**src/rtl/conv_loop_ctrl_pkg.sv**
```systemverilog
// Shared types and widths for the convolution loop controller.
// - state_t    : controller FSM states
// - loop_idx_t : one index per loop level, outermost (oy) to innermost (ci)
// - *_IDX_W    : index widths derived from the default design limits
package conv_loop_ctrl_pkg;

    localparam int DEF_MAX_FM_DIM  = 128;
    localparam int DEF_MAX_IN_CH   = 16;
    localparam int DEF_MAX_OUT_CH  = 64;
    localparam int DEF_KERNEL_SIZE = 3;

    // Width of an index that counts 0..n-1; never narrower than one bit.
    function automatic int idx_w(input int n);
        return (n <= 1) ? 1 : $clog2(n);
    endfunction

    localparam int FM_IDX_W  = idx_w(DEF_MAX_FM_DIM);
    localparam int ICH_IDX_W = idx_w(DEF_MAX_IN_CH);
    localparam int OCH_IDX_W = idx_w(DEF_MAX_OUT_CH);
    localparam int K_IDX_W   = idx_w(DEF_KERNEL_SIZE);

    typedef enum logic [1:0] {
        IDLE  = 2'd0,
        RUN   = 2'd1,
        DRAIN = 2'd2,
        DONE  = 2'd3
    } state_t;

    typedef struct packed {
        logic [FM_IDX_W-1:0]  oy;
        logic [FM_IDX_W-1:0]  ox;
        logic [OCH_IDX_W-1:0] co;
        logic [K_IDX_W-1:0]   ky;
        logic [K_IDX_W-1:0]   kx;
        logic [ICH_IDX_W-1:0] ci;
    } loop_idx_t;

endpackage

```
**src/rtl/conv_loop_ctrl_wrap_counter.sv**
```systemverilog
// One loop level: counts 0..limit-1 while en is high, then wraps to 0.
// - clr   : synchronous return to 0 (start of a layer), wins over en
// - en    : advance this level
// - limit : trip count of this level
// - cnt   : current index
// - wrap  : cnt is on its last value (independent of en, so levels can chain)
module wrap_counter #(
    parameter int CW = 4,
    parameter int LW = 5
) (
    input  logic          clk,
    input  logic          arst_n,
    input  logic          clr,
    input  logic          en,
    input  logic [LW-1:0] limit,
    output logic [CW-1:0] cnt,
    output logic          wrap
);

    assign wrap = (32'(cnt) + 32'd1) == 32'(limit);

    always_ff @(posedge clk or negedge arst_n) begin
        if (!arst_n)   cnt <= '0;
        else if (clr)  cnt <= '0;
        else if (en)   cnt <= wrap ? '0 : cnt + 1'b1;
    end

endmodule

```
**src/rtl/conv_loop_ctrl.sv**
```systemverilog
// Convolution loop controller: walks oy, ox, ch_out, k_y, k_x, ch_in for one
// layer, presenting one MAC step per handshake with "same" zero padding, and
// tags each finished output. Layer config is latched on start.
// Ports:
// - clk, arst_n_in           : clock, async active-low reset
// - start, cfg_*             : layer request and its configuration
// - running, done, cfg_err   : layer status
// - step_valid/step_ready    : MAC step handshake with in_x/in_y, k_x/k_y,
//                              ch_in, ch_out, a_zero, acc_clear, step_last
// - out_valid/out_ready      : completed-output handshake with output_x/y/ch
module conv_loop_ctrl
    import conv_loop_ctrl_pkg::*;
#(
    parameter int MAX_FM_DIM  = DEF_MAX_FM_DIM,
    parameter int MAX_IN_CH   = DEF_MAX_IN_CH,
    parameter int MAX_OUT_CH  = DEF_MAX_OUT_CH,
    parameter int KERNEL_SIZE = DEF_KERNEL_SIZE
) (
    input  logic                            clk,
    input  logic                            arst_n_in,
    input  logic                            start,
    input  logic [$clog2(MAX_FM_DIM+1)-1:0] cfg_fm_width,
    input  logic [$clog2(MAX_FM_DIM+1)-1:0] cfg_fm_height,
    input  logic [$clog2(MAX_IN_CH+1)-1:0]  cfg_in_ch,
    input  logic [$clog2(MAX_OUT_CH+1)-1:0] cfg_out_ch,
    input  logic [1:0]                      cfg_stride,
    output logic                            running,
    output logic                            done,
    output logic                            cfg_err,
    output logic                            step_valid,
    input  logic                            step_ready,
    output logic [$clog2(MAX_FM_DIM)-1:0]   in_x,
    output logic [$clog2(MAX_FM_DIM)-1:0]   in_y,
    output logic [$clog2(KERNEL_SIZE)-1:0]  k_x,
    output logic [$clog2(KERNEL_SIZE)-1:0]  k_y,
    output logic [$clog2(MAX_IN_CH)-1:0]    ch_in,
    output logic [$clog2(MAX_OUT_CH)-1:0]   ch_out,
    output logic                            a_zero,
    output logic                            acc_clear,
    output logic                            step_last,
    output logic                            out_valid,
    input  logic                            out_ready,
    output logic [$clog2(MAX_FM_DIM)-1:0]   output_x,
    output logic [$clog2(MAX_FM_DIM)-1:0]   output_y,
    output logic [$clog2(MAX_OUT_CH)-1:0]   output_ch
);

    localparam int DW  = $clog2(MAX_FM_DIM+1);
    localparam int XW  = $clog2(MAX_FM_DIM);
    localparam int IW  = $clog2(MAX_IN_CH+1);
    localparam int CIW = $clog2(MAX_IN_CH);
    localparam int OW  = $clog2(MAX_OUT_CH+1);
    localparam int COW = $clog2(MAX_OUT_CH);
    localparam int KW  = $clog2(KERNEL_SIZE);
    localparam int PAD = KERNEL_SIZE / 2;

    state_t    state, next_state;
    loop_idx_t idx;

    logic [DW-1:0] w_r, h_r, ow, oh;
    logic [IW-1:0] cin_r;
    logic [OW-1:0] cout_r;
    logic [1:0]    stride_r;
    logic          cfg_ok, accept;

    logic w_oy, w_ox, w_co, w_ky, w_kx, w_ci;
    logic adv, tap_last, layer_last, vld;
    logic out_valid_r;
    int   ix, iy;
    logic pad;

    // ---------------- configuration ----------------
    assign cfg_ok = (cfg_fm_width != '0) && (cfg_fm_height != '0) &&
                    (cfg_in_ch != '0) && (cfg_out_ch != '0) &&
                    (cfg_stride == 2'd1 || cfg_stride == 2'd2);
    assign accept = (state == IDLE) && start;

    always_ff @(posedge clk or negedge arst_n_in) begin
        if (!arst_n_in) begin
            w_r      <= '0;
            h_r      <= '0;
            cin_r    <= '0;
            cout_r   <= '0;
            stride_r <= '0;
            cfg_err  <= 1'b0;
        end else if (accept) begin
            w_r      <= cfg_fm_width;
            h_r      <= cfg_fm_height;
            cin_r    <= cfg_in_ch;
            cout_r   <= cfg_out_ch;
            stride_r <= cfg_stride;
            cfg_err  <= !cfg_ok;
        end
    end

    // ceil(dim/stride); only meaningful once a legal config is latched
    assign ow = (stride_r == 2'd2) ? DW'((32'(w_r) + 32'd1) >> 1) : w_r;
    assign oh = (stride_r == 2'd2) ? DW'((32'(h_r) + 32'd1) >> 1) : h_r;

    // ---------------- FSM ----------------
    always_ff @(posedge clk or negedge arst_n_in) begin
        if (!arst_n_in) state <= IDLE;
        else            state <= next_state;
    end

    always_comb begin
        next_state = state;
        running    = 1'b0;
        done       = 1'b0;
        case (state)
            IDLE:    if (start) next_state = cfg_ok ? RUN : DONE;
            RUN: begin
                running = 1'b1;
                if (adv && layer_last) next_state = DRAIN;
            end
            DRAIN: begin
                running = 1'b1;
                if (out_valid_r && out_ready) next_state = DONE;
            end
            DONE: begin
                done       = 1'b1;
                next_state = IDLE;
            end
            default: next_state = IDLE;
        endcase
    end

    // ---------------- loop nest ----------------
    // A new step is offered only while no finished output is waiting, so
    // step_valid never drops without a handshake.
    assign vld        = (state == RUN) && !out_valid_r;
    assign adv        = vld && step_ready;
    assign tap_last   = w_ci && w_kx && w_ky;
    assign layer_last = tap_last && w_co && w_ox && w_oy;

    wrap_counter #(.CW($bits(idx.ci)), .LW(IW)) u_ci (
        .clk(clk), .arst_n(arst_n_in), .clr(accept), .en(adv),
        .limit(cin_r), .cnt(idx.ci), .wrap(w_ci));
    wrap_counter #(.CW($bits(idx.kx)), .LW(KW+1)) u_kx (
        .clk(clk), .arst_n(arst_n_in), .clr(accept), .en(adv && w_ci),
        .limit((KW+1)'(KERNEL_SIZE)), .cnt(idx.kx), .wrap(w_kx));
    wrap_counter #(.CW($bits(idx.ky)), .LW(KW+1)) u_ky (
        .clk(clk), .arst_n(arst_n_in), .clr(accept), .en(adv && w_ci && w_kx),
        .limit((KW+1)'(KERNEL_SIZE)), .cnt(idx.ky), .wrap(w_ky));
    wrap_counter #(.CW($bits(idx.co)), .LW(OW)) u_co (
        .clk(clk), .arst_n(arst_n_in), .clr(accept), .en(adv && tap_last),
        .limit(cout_r), .cnt(idx.co), .wrap(w_co));
    wrap_counter #(.CW($bits(idx.ox)), .LW(DW)) u_ox (
        .clk(clk), .arst_n(arst_n_in), .clr(accept), .en(adv && tap_last && w_co),
        .limit(ow), .cnt(idx.ox), .wrap(w_ox));
    wrap_counter #(.CW($bits(idx.oy)), .LW(DW)) u_oy (
        .clk(clk), .arst_n(arst_n_in), .clr(accept), .en(adv && tap_last && w_co && w_ox),
        .limit(oh), .cnt(idx.oy), .wrap(w_oy));

    // ---------------- step fields ----------------
    // Signed input coordinate; anything outside the map is zero padding.
    always_comb begin
        ix  = int'(idx.ox) * int'(stride_r) + int'(idx.kx) - PAD;
        iy  = int'(idx.oy) * int'(stride_r) + int'(idx.ky) - PAD;
        pad = (ix < 0) || (ix >= int'(w_r)) || (iy < 0) || (iy >= int'(h_r));
    end

    // Fields are forced to 0 whenever no step is offered (idle, reset).
    assign step_valid = vld;
    assign in_x       = (vld && !pad) ? XW'(ix) : '0;
    assign in_y       = (vld && !pad) ? XW'(iy) : '0;
    assign k_x        = vld ? KW'(idx.kx) : '0;
    assign k_y        = vld ? KW'(idx.ky) : '0;
    assign ch_in      = vld ? CIW'(idx.ci) : '0;
    assign ch_out     = vld ? COW'(idx.co) : '0;
    assign a_zero     = vld && pad;
    assign acc_clear  = vld && (idx.kx == '0) && (idx.ky == '0) && (idx.ci == '0);
    assign step_last  = vld && tap_last;

    // ---------------- completed output ----------------
    always_ff @(posedge clk or negedge arst_n_in) begin
        if (!arst_n_in) begin
            out_valid_r <= 1'b0;
            output_x    <= '0;
            output_y    <= '0;
            output_ch   <= '0;
        end else if (adv && tap_last) begin
            out_valid_r <= 1'b1;
            output_x    <= XW'(idx.ox);
            output_y    <= XW'(idx.oy);
            output_ch   <= COW'(idx.co);
        end else if (out_ready) begin
            out_valid_r <= 1'b0;
        end
    end

    assign out_valid = out_valid_r;

endmodule
```
**config.mk**
```make
export PLATFORM = sky130hd
export DESIGN_NAME = conv_loop_ctrl
export DESIGN_NICKNAME = d
export VERILOG_FILES = /design/src/rtl/conv_loop_ctrl_pkg.sv /design/src/rtl/conv_loop_ctrl_wrap_counter.sv /design/src/rtl/conv_loop_ctrl.sv
export SDC_FILE = /design/constraint.sdc
export NUM_CORES = 1
export LEC_CHECK = 0
export ABC_AREA = 1
export CELL_PAD_IN_SITES_DETAIL_PLACEMENT = 0
export CELL_PAD_IN_SITES_GLOBAL_PLACEMENT = 1
export CORE_ASPECT_RATIO = 1.4
export CORE_MARGIN = 5
export CORE_UTILIZATION = 40
export CTS_CLUSTER_DIAMETER = 60
export DETAILED_ROUTE_END_ITERATION = 8
export HOLD_SLACK_MARGIN = 0.02
export PLACE_DENSITY_LB_ADDON = 0.1
export SLEW_MARGIN = 20
export SYNTH_ARGS = -nofsm -noshare
export SYNTH_HDL_FRONTEND = slang
export SYNTH_SLANG_ARGS = --single-unit
```
**constraint.sdc**
```tcl
create_clock -name clk -period 5.3 [get_ports clk]
set_clock_uncertainty 0.15 [all_clocks]
set_input_delay 0.53 -clock clk [delete_from_list [all_inputs] [get_ports clk]]
set_output_delay 0.53 -clock clk [all_outputs]
set_load 0.05 [all_outputs]
```
After elaboration in Yosys (flattened, before gate mapping)
Cells that the tools add are included.
- output and inout bits: 56
- logic and storage cells: 140
- input port bits: 35
- bits in registers: 82
- reductions and logical operators: 49
- mux-type cells: 35
- eq/ne operators: 15
- $mul: 2
- $lt $le $gt $ge: 4
- add/subtract/negate cells: 18
- operator list (kind ; count):
    $eq A32 B2 Y1 const B ; 2
    $eq A32 B8 Y1 ; 2
    $mux W7 ; 8
    $eq A32 B5 Y1 ; 1
    $eq A32 B7 Y1 ; 1
    $logic_and A1 B1 Y1 ; 25
    $mux W2 ; 12
    $mux W6 ; 4
    $ge A11 B9 Y1 ; 2
    $lt A11 B1 Y1 const B ; 2
    $sub A10 B1 Y11 const B ; 2
    $add A9 B2 Y10 ; 2
    $add A8 B1 Y9 const B ; 2
    $mul A7 B2 Y9 ; 2
    $add A7 B1 Y8 const B ; 2
    $mux W4 ; 4
    $mux W8 ; 2
    $reduce_bool A8 Y1 ; 2
    $add A7 B1 Y7 const B ; 2
    $reduce_bool A2 Y1 ; 7
    $eq A2 B2 Y1 const B ; 4
    $pmux W2 S4 ; 1
    $add A6 B1 Y7 const B ; 1
    $reduce_bool A7 Y1 ; 1
    other kinds (15) ; 30

Depth between registers and ports, before layout
- depth after elaboration: 10
- depth in mapped cells: 23
- mapped depth without buffers: 21

By module
A second synthesis with hierarchy kept.
- cell total of the unflattened synthesis: 1096
- area, all modules: 7144.4 µm²
- modules (own cells, without submodules) (module ; times used ; area each (µm²) ; cells an instance ; seq. area each (µm²)):
    conv_loop_ctrl ; 1 ; 4688.2 ; 690 ; 1351.3
    wrap_counter (u_ox ...) ; 2 ; 625.6 ; 103 ; 175.2
    wrap_counter (u_co) ; 1 ; 535.5 ; 92 ; 150.1
    wrap_counter (u_ci) ; 1 ; 341.6 ; 56 ; 100.1
    wrap_counter (u_kx ...) ; 2 ; 163.9 ; 26 ; 50.0

Worst setup path before layout
OpenSTA, ideal clock, no wires.
- kind: register to output
- start point: reg stride_r[1]
- end point: out in_x[2]
- path buffers: 3
- cell stages (with the launch flop): 24
- setup slack: -122 ps
- arrival time: 4742 ps
- required time: 4620 ps
- cells stage by stage: dfrtp_1 buf_4 clkbuf_1 nand2_1 ha_1 fa_1 inv_1 ha_1 fa_1 nand3_1 nand2_1 xor2_1 inv_1 ha_1 nand2_1 nor2_1 a211oi_1 o21ai_0 nand2_1 nand3_1 nor3b_2 nand3_1 buf_2 nor2_1
- cells in the longest elaborated chain, start to end: 10
- elaborated cells between the ends (all ways): 16
- classes of those cells: add/sub (4); mul (2); order compare (4); mux (1); reduce/logical (5)
- ends and longest elaborated chain (item ; line ; text):
    start: declaration ; conv_loop_ctrl.sv:63 ; logic [1:0] stride_r;
    start signal: assignment ; conv_loop_ctrl.sv:91 ; stride_r <= cfg_stride;
    $mul A7 B2 Y9 ; conv_loop_ctrl.sv:158 ; ix = int'(idx.ox) * int'(stride_r) + int'(idx.kx) - PAD;
    $add A9 B2 Y10 ; conv_loop_ctrl.sv:158 ;
    $sub A10 B1 Y11 ; conv_loop_ctrl.sv:158 ;
    $lt A11 B1 Y1 or $ge A11 B9 Y1 (tied branches) ; conv_loop_ctrl.sv:160 ; pad = (ix < 0) || (ix >= int'(w_r)) || (iy < 0) || (iy >= int'(h_r));
    $logic_or A1 B1 Y1 (3 in series) ; conv_loop_ctrl.sv:160 ;
    $logic_not A1 Y1 ; conv_loop_ctrl.sv:165 ; assign in_x = (vld && !pad) ? XW'(ix) : '0;
    $logic_and A1 B1 Y1 ; conv_loop_ctrl.sv:165 ;
    $mux W7 * ; conv_loop_ctrl.sv:165 ;
    end: declaration ; conv_loop_ctrl.sv:32 ; output logic [$clog2(MAX_FM_DIM)-1:0] in_x,
Mark *: on every way between the ends. The rest lies on a longest branch, timed or not.

Final worst setup path
- start point: reg stride_r[0]
- end point: out in_y[2]
- cells in the longest elaborated chain, start to end: 10
- elaborated cells between the ends (all ways): 16
- classes of those cells: add/sub (4); mul (2); order compare (4); mux (1); reduce/logical (5)
- ends and longest elaborated chain (item ; line ; text):
    $mul A7 B2 Y9 ; conv_loop_ctrl.sv:158 ;
    $add A9 B2 Y10 ; conv_loop_ctrl.sv:158 ;
    $sub A10 B1 Y11 ; conv_loop_ctrl.sv:158 ;
    $lt A11 B1 Y1 or $ge A11 B9 Y1 (tied branches) ; conv_loop_ctrl.sv:160 ;
    $logic_or A1 B1 Y1 (3 in series) ; conv_loop_ctrl.sv:160 ;
    $logic_not A1 Y1 ; conv_loop_ctrl.sv:166 ; assign in_y = (vld && !pad) ? XW'(iy) : '0;
    $logic_and A1 B1 Y1 ; conv_loop_ctrl.sv:166 ;
    $mux W7 * ; conv_loop_ctrl.sv:166 ;
    end: declaration ; conv_loop_ctrl.sv:33 ; output logic [$clog2(MAX_FM_DIM)-1:0] in_y,
Marked as above.

==> reports/qor.yml <==
layout:
  layout.cells.non_filler: 1260
  drive_above_1_share_pct: 11.0
  diodes: 0
  area_delta_synth_final_pct: 28.7
  fillers: 1700
  num-nets-final: 1163
yosys:
  async_reset_ff_share_pct: 100
  synth_edf_count: 0
  netlist_top_cells_count: "nand2_1 (288), inv_1 (140), nand3_1 (101)"
  synth_cell_type_count: 43
  yosys_most_used_dff: "dfrtp_1"
  synth_fp_nets: 1068
  yosys.area.top_type: "dfrtp_1"
  yosysWarnings: 0
  synth_area_per_cell_um2: 6.98
  synth_top_area_share_pct: 30.7
  syn_area_um2: 6680
  synth_seq_cells: 82
  netlist_top_cells_area: "dfrtp_1 (31%), nand2_1 (16%), ha_1 (13%), inv_1 (7.9%), nand3_1 (7.6%)"
  synthCells: 957
  synth.most_common_cell: "nand2_1"
  yosysSeqAreaShare_pct: 30.7
floorplanning:
  die_y_um: 163
  rows: 56
  die-area_um2: 19400
  initial_core_util_pct: 40.2
  die_x_um: 119
  core-area_um2: 16600
  io_pins: 91
cts:
  cts_buffers: 9
  cts.path.max_buffers: 2
  htreeDepth: 3
  clkTransAtPathRegs_ps: 70
  cts_tree: "built"
  cts_num_sinks: 82
  clock_latency_ps: 340
  cts_root_buf: "clkbuf_16"
route:
  post-route-drc-count: 0
  ant_nets: 0
  routed_wl_mm: 18.7
  vias_per_cell: 5.03
  post_drt_wl_per_cell_um: 14.8
  drtIter0Drc: 232
  dr.pass1.iters: 5
  num_vias: 6342
critical_path:
  crit_chain: "buf_4 > buf_4 > nand2_1 > ha_1 > inv_1 > ha_1 > ha_1 > a21oi_1 > o21ai_1 > a21oi_2 > xor2_2 > ha_1 > nand2_1 > nor2_1 > a211oi_1 > o21ai_1 > nand2_1 > nand3_1 > nor3b_2 > nand3_2 > clkbuf_16 > nor2_4 > buf_12"
  crit_path_frequent_cell: "ha_1"
  worstSetupPathType: "reg2out"
  r2r-start: "state[1]"
  path_max_fanout: 7
  arrival_ps: 4450
  cp-start-kind: "flip-flop"
  cp-end-kind: "primary output"
  critPathTopFamily: "adder cells"
  cp_slowest_cell: "dfrtp_1"
  required_ps: 4620
  worst-path-buf-inv: 5
  worst_path_largest_cell_delay_ps: 400
  startpoint: "stride_r[0]"
global_routing:
  first_global_vias: 6176
  grt_max_degree: 70
  grt_overflow: 0
  grt.total_usage_pct: 19.2
  grt_pass1_wl_mm: 30.1
  antenna_found_initial: 0
sta:
  period_share_pct: 96.7
  maxSlewHeadroom_pct: 39.3
  min_period_ps: 5130
  whs_ps: 333
  fmax_ghz: 0.195
  hold_violations: 0
  finalSetupViolCount: 0
  grt_setup_unrepaired: "false"
  tightest_slew_ps: 910
  final_max_slew_viol_count: 0
job:
  maxCapViolCount: 0
placement:
  dp_cells: 1236
  gp_congestion: 0.846
  dp_hpwl_mm: 14.8
  port-buffer-count: 90
worst_hold_path:
  min_from: "cfg_err"
  min_path_type: "reg2reg"
power_and_ir_drop:
  ir_drop_mv: 0.273
  power.density_nw_per_um2: 426
  p_leak_nw: 4.24
status:
  outcome: "completed"
routing by layer:
layer  GRT usage (%)  up-vias  routed length (µm)
met5               0        -                   0
met4            4.74        0                 306
met3            3.13       15                 668
met2            34.2      107                9520
met1            24.2     2936                8160
li1                -     3284                   -
per-stage QoR:
stage | power [W] | TNS (ps) | util (%) | instance area (µm²) | worst slack, ps
final | 0.00366 | 0 | 51.7 | 8590 | 173
after global routing | 0.00400 | 0 | 51.7 | 8590 | 4.91
after CTS | 0.00359 | 0 | 49.8 | 8270 | 11.1
after detailed placement | 0.00288 | 0 | 47.8 | 7930 | 360
after global placement | 0.00288 | 0 | 47.8 | 7930 | 462
after floorplan | 0.00235 | -1220 | - | 6680 | -122
cell families after synthesis:
group | Yosys count | share of synthesized area [%]
compound gates | 111 | 9.47
xor+xnor | 17 | 2.23
fa+ha+maj | 76 | 14.7
buf+inv | 171 | 10.2
flops | 82 | 30.7
simple gates | 500 | 32.7
worst reg2reg max path, cell delays in order, from the launching register on:
cell     delay (ps)
dfrtp_1         410
inv_1           110
ha_1            150
inv_1            50
nor2_2          340
nand2_1         170
inv_1           180
nand4_4         500
nor2_4          350
inv_2            90
nor3_4          310
nand3_1         100
o21ai_0         120
layout make-up:
class	count	area [µm²]	area share [%]
multi-input combinational	704	4170	48.6
sequential	82	2060	23.9
timing repair buffer	110	1240	14.5
inverter	145	544	6.34
tap	203	254	2.96
clock buffer	12	246	2.87
clock inverter	4	75.1	0.874
worst paths after layout:
path / end / depth (start not counted) / slack, ps
min in group asynchronous: cin_r[4] / 2 / 430
max in group asynchronous: u_ox.cnt[1] / 3 / 3360
max: in_y[2] / 23 / 170
min reg2reg: cfg_err / 2 / 330
max reg2reg: u_oy.cnt[0] / 12 / 2170
min: cfg_err / 2 / 330
cell usage in the layout (no fill, tap or decap), types with 4 or more instances in the layout:
cell               n
ha_4               6
nand2_1          282
nand3_1           99
nor2_2            11
o22ai_1           10
buf_4             15
dfrtp_2            4
nand4_1           19
nor2_1            48
inv_1            140
dfrtp_1           78
ha_1              64
nor3_1             6
xor2_2             4
buf_12            16
inv_2              4
nor4_1             4
clkbuf_16         10
nand3_2            4
a21oi_1           16
o21ai_0           57
xor2_1            12
nor2_4             9
clkdlybuf4s50_1   74
nand2_2            8
o21ai_1            9
sequential cells by signal, indices dropped and copies added (netlist names), 4 cells and up:
signal and count:
cin_r 5, cout_r 7, h_r 8, output_ch 6, output_x 7, output_y 7, u_ci.cnt 4, u_co.cnt 6
u_ox.cnt 7, u_oy.cnt 7, w_r 8
report_power, final:
| part | internal, W | switching (W) | leakage, nW | total (W) |
|---|---|---|---|---|
| clock network | 0.000427 | 0.000265 | 0.149 | 0.000691 |
| logic | 0.000736 | 0.00127 | 3.01 | 0.00200 |
| registers | 0.000783 | 0.000179 | 1.08 | 0.000962 |
| total | 0.00195 | 0.00171 | 4.24 | 0.00366 |
what timing repair did:
action | CTS | global route
endpoints found under the setup margin | 14 | 15
hold buffers | 1 | 0
endpoints found under the hold margin | 13 | 0
gates cloned | 0 | 1
resized for setup | 1 | 59
pin swaps | 0 | 16
buffers inserted | 0 | 6
No activity file was read; power rests on OpenSTA's default activity.
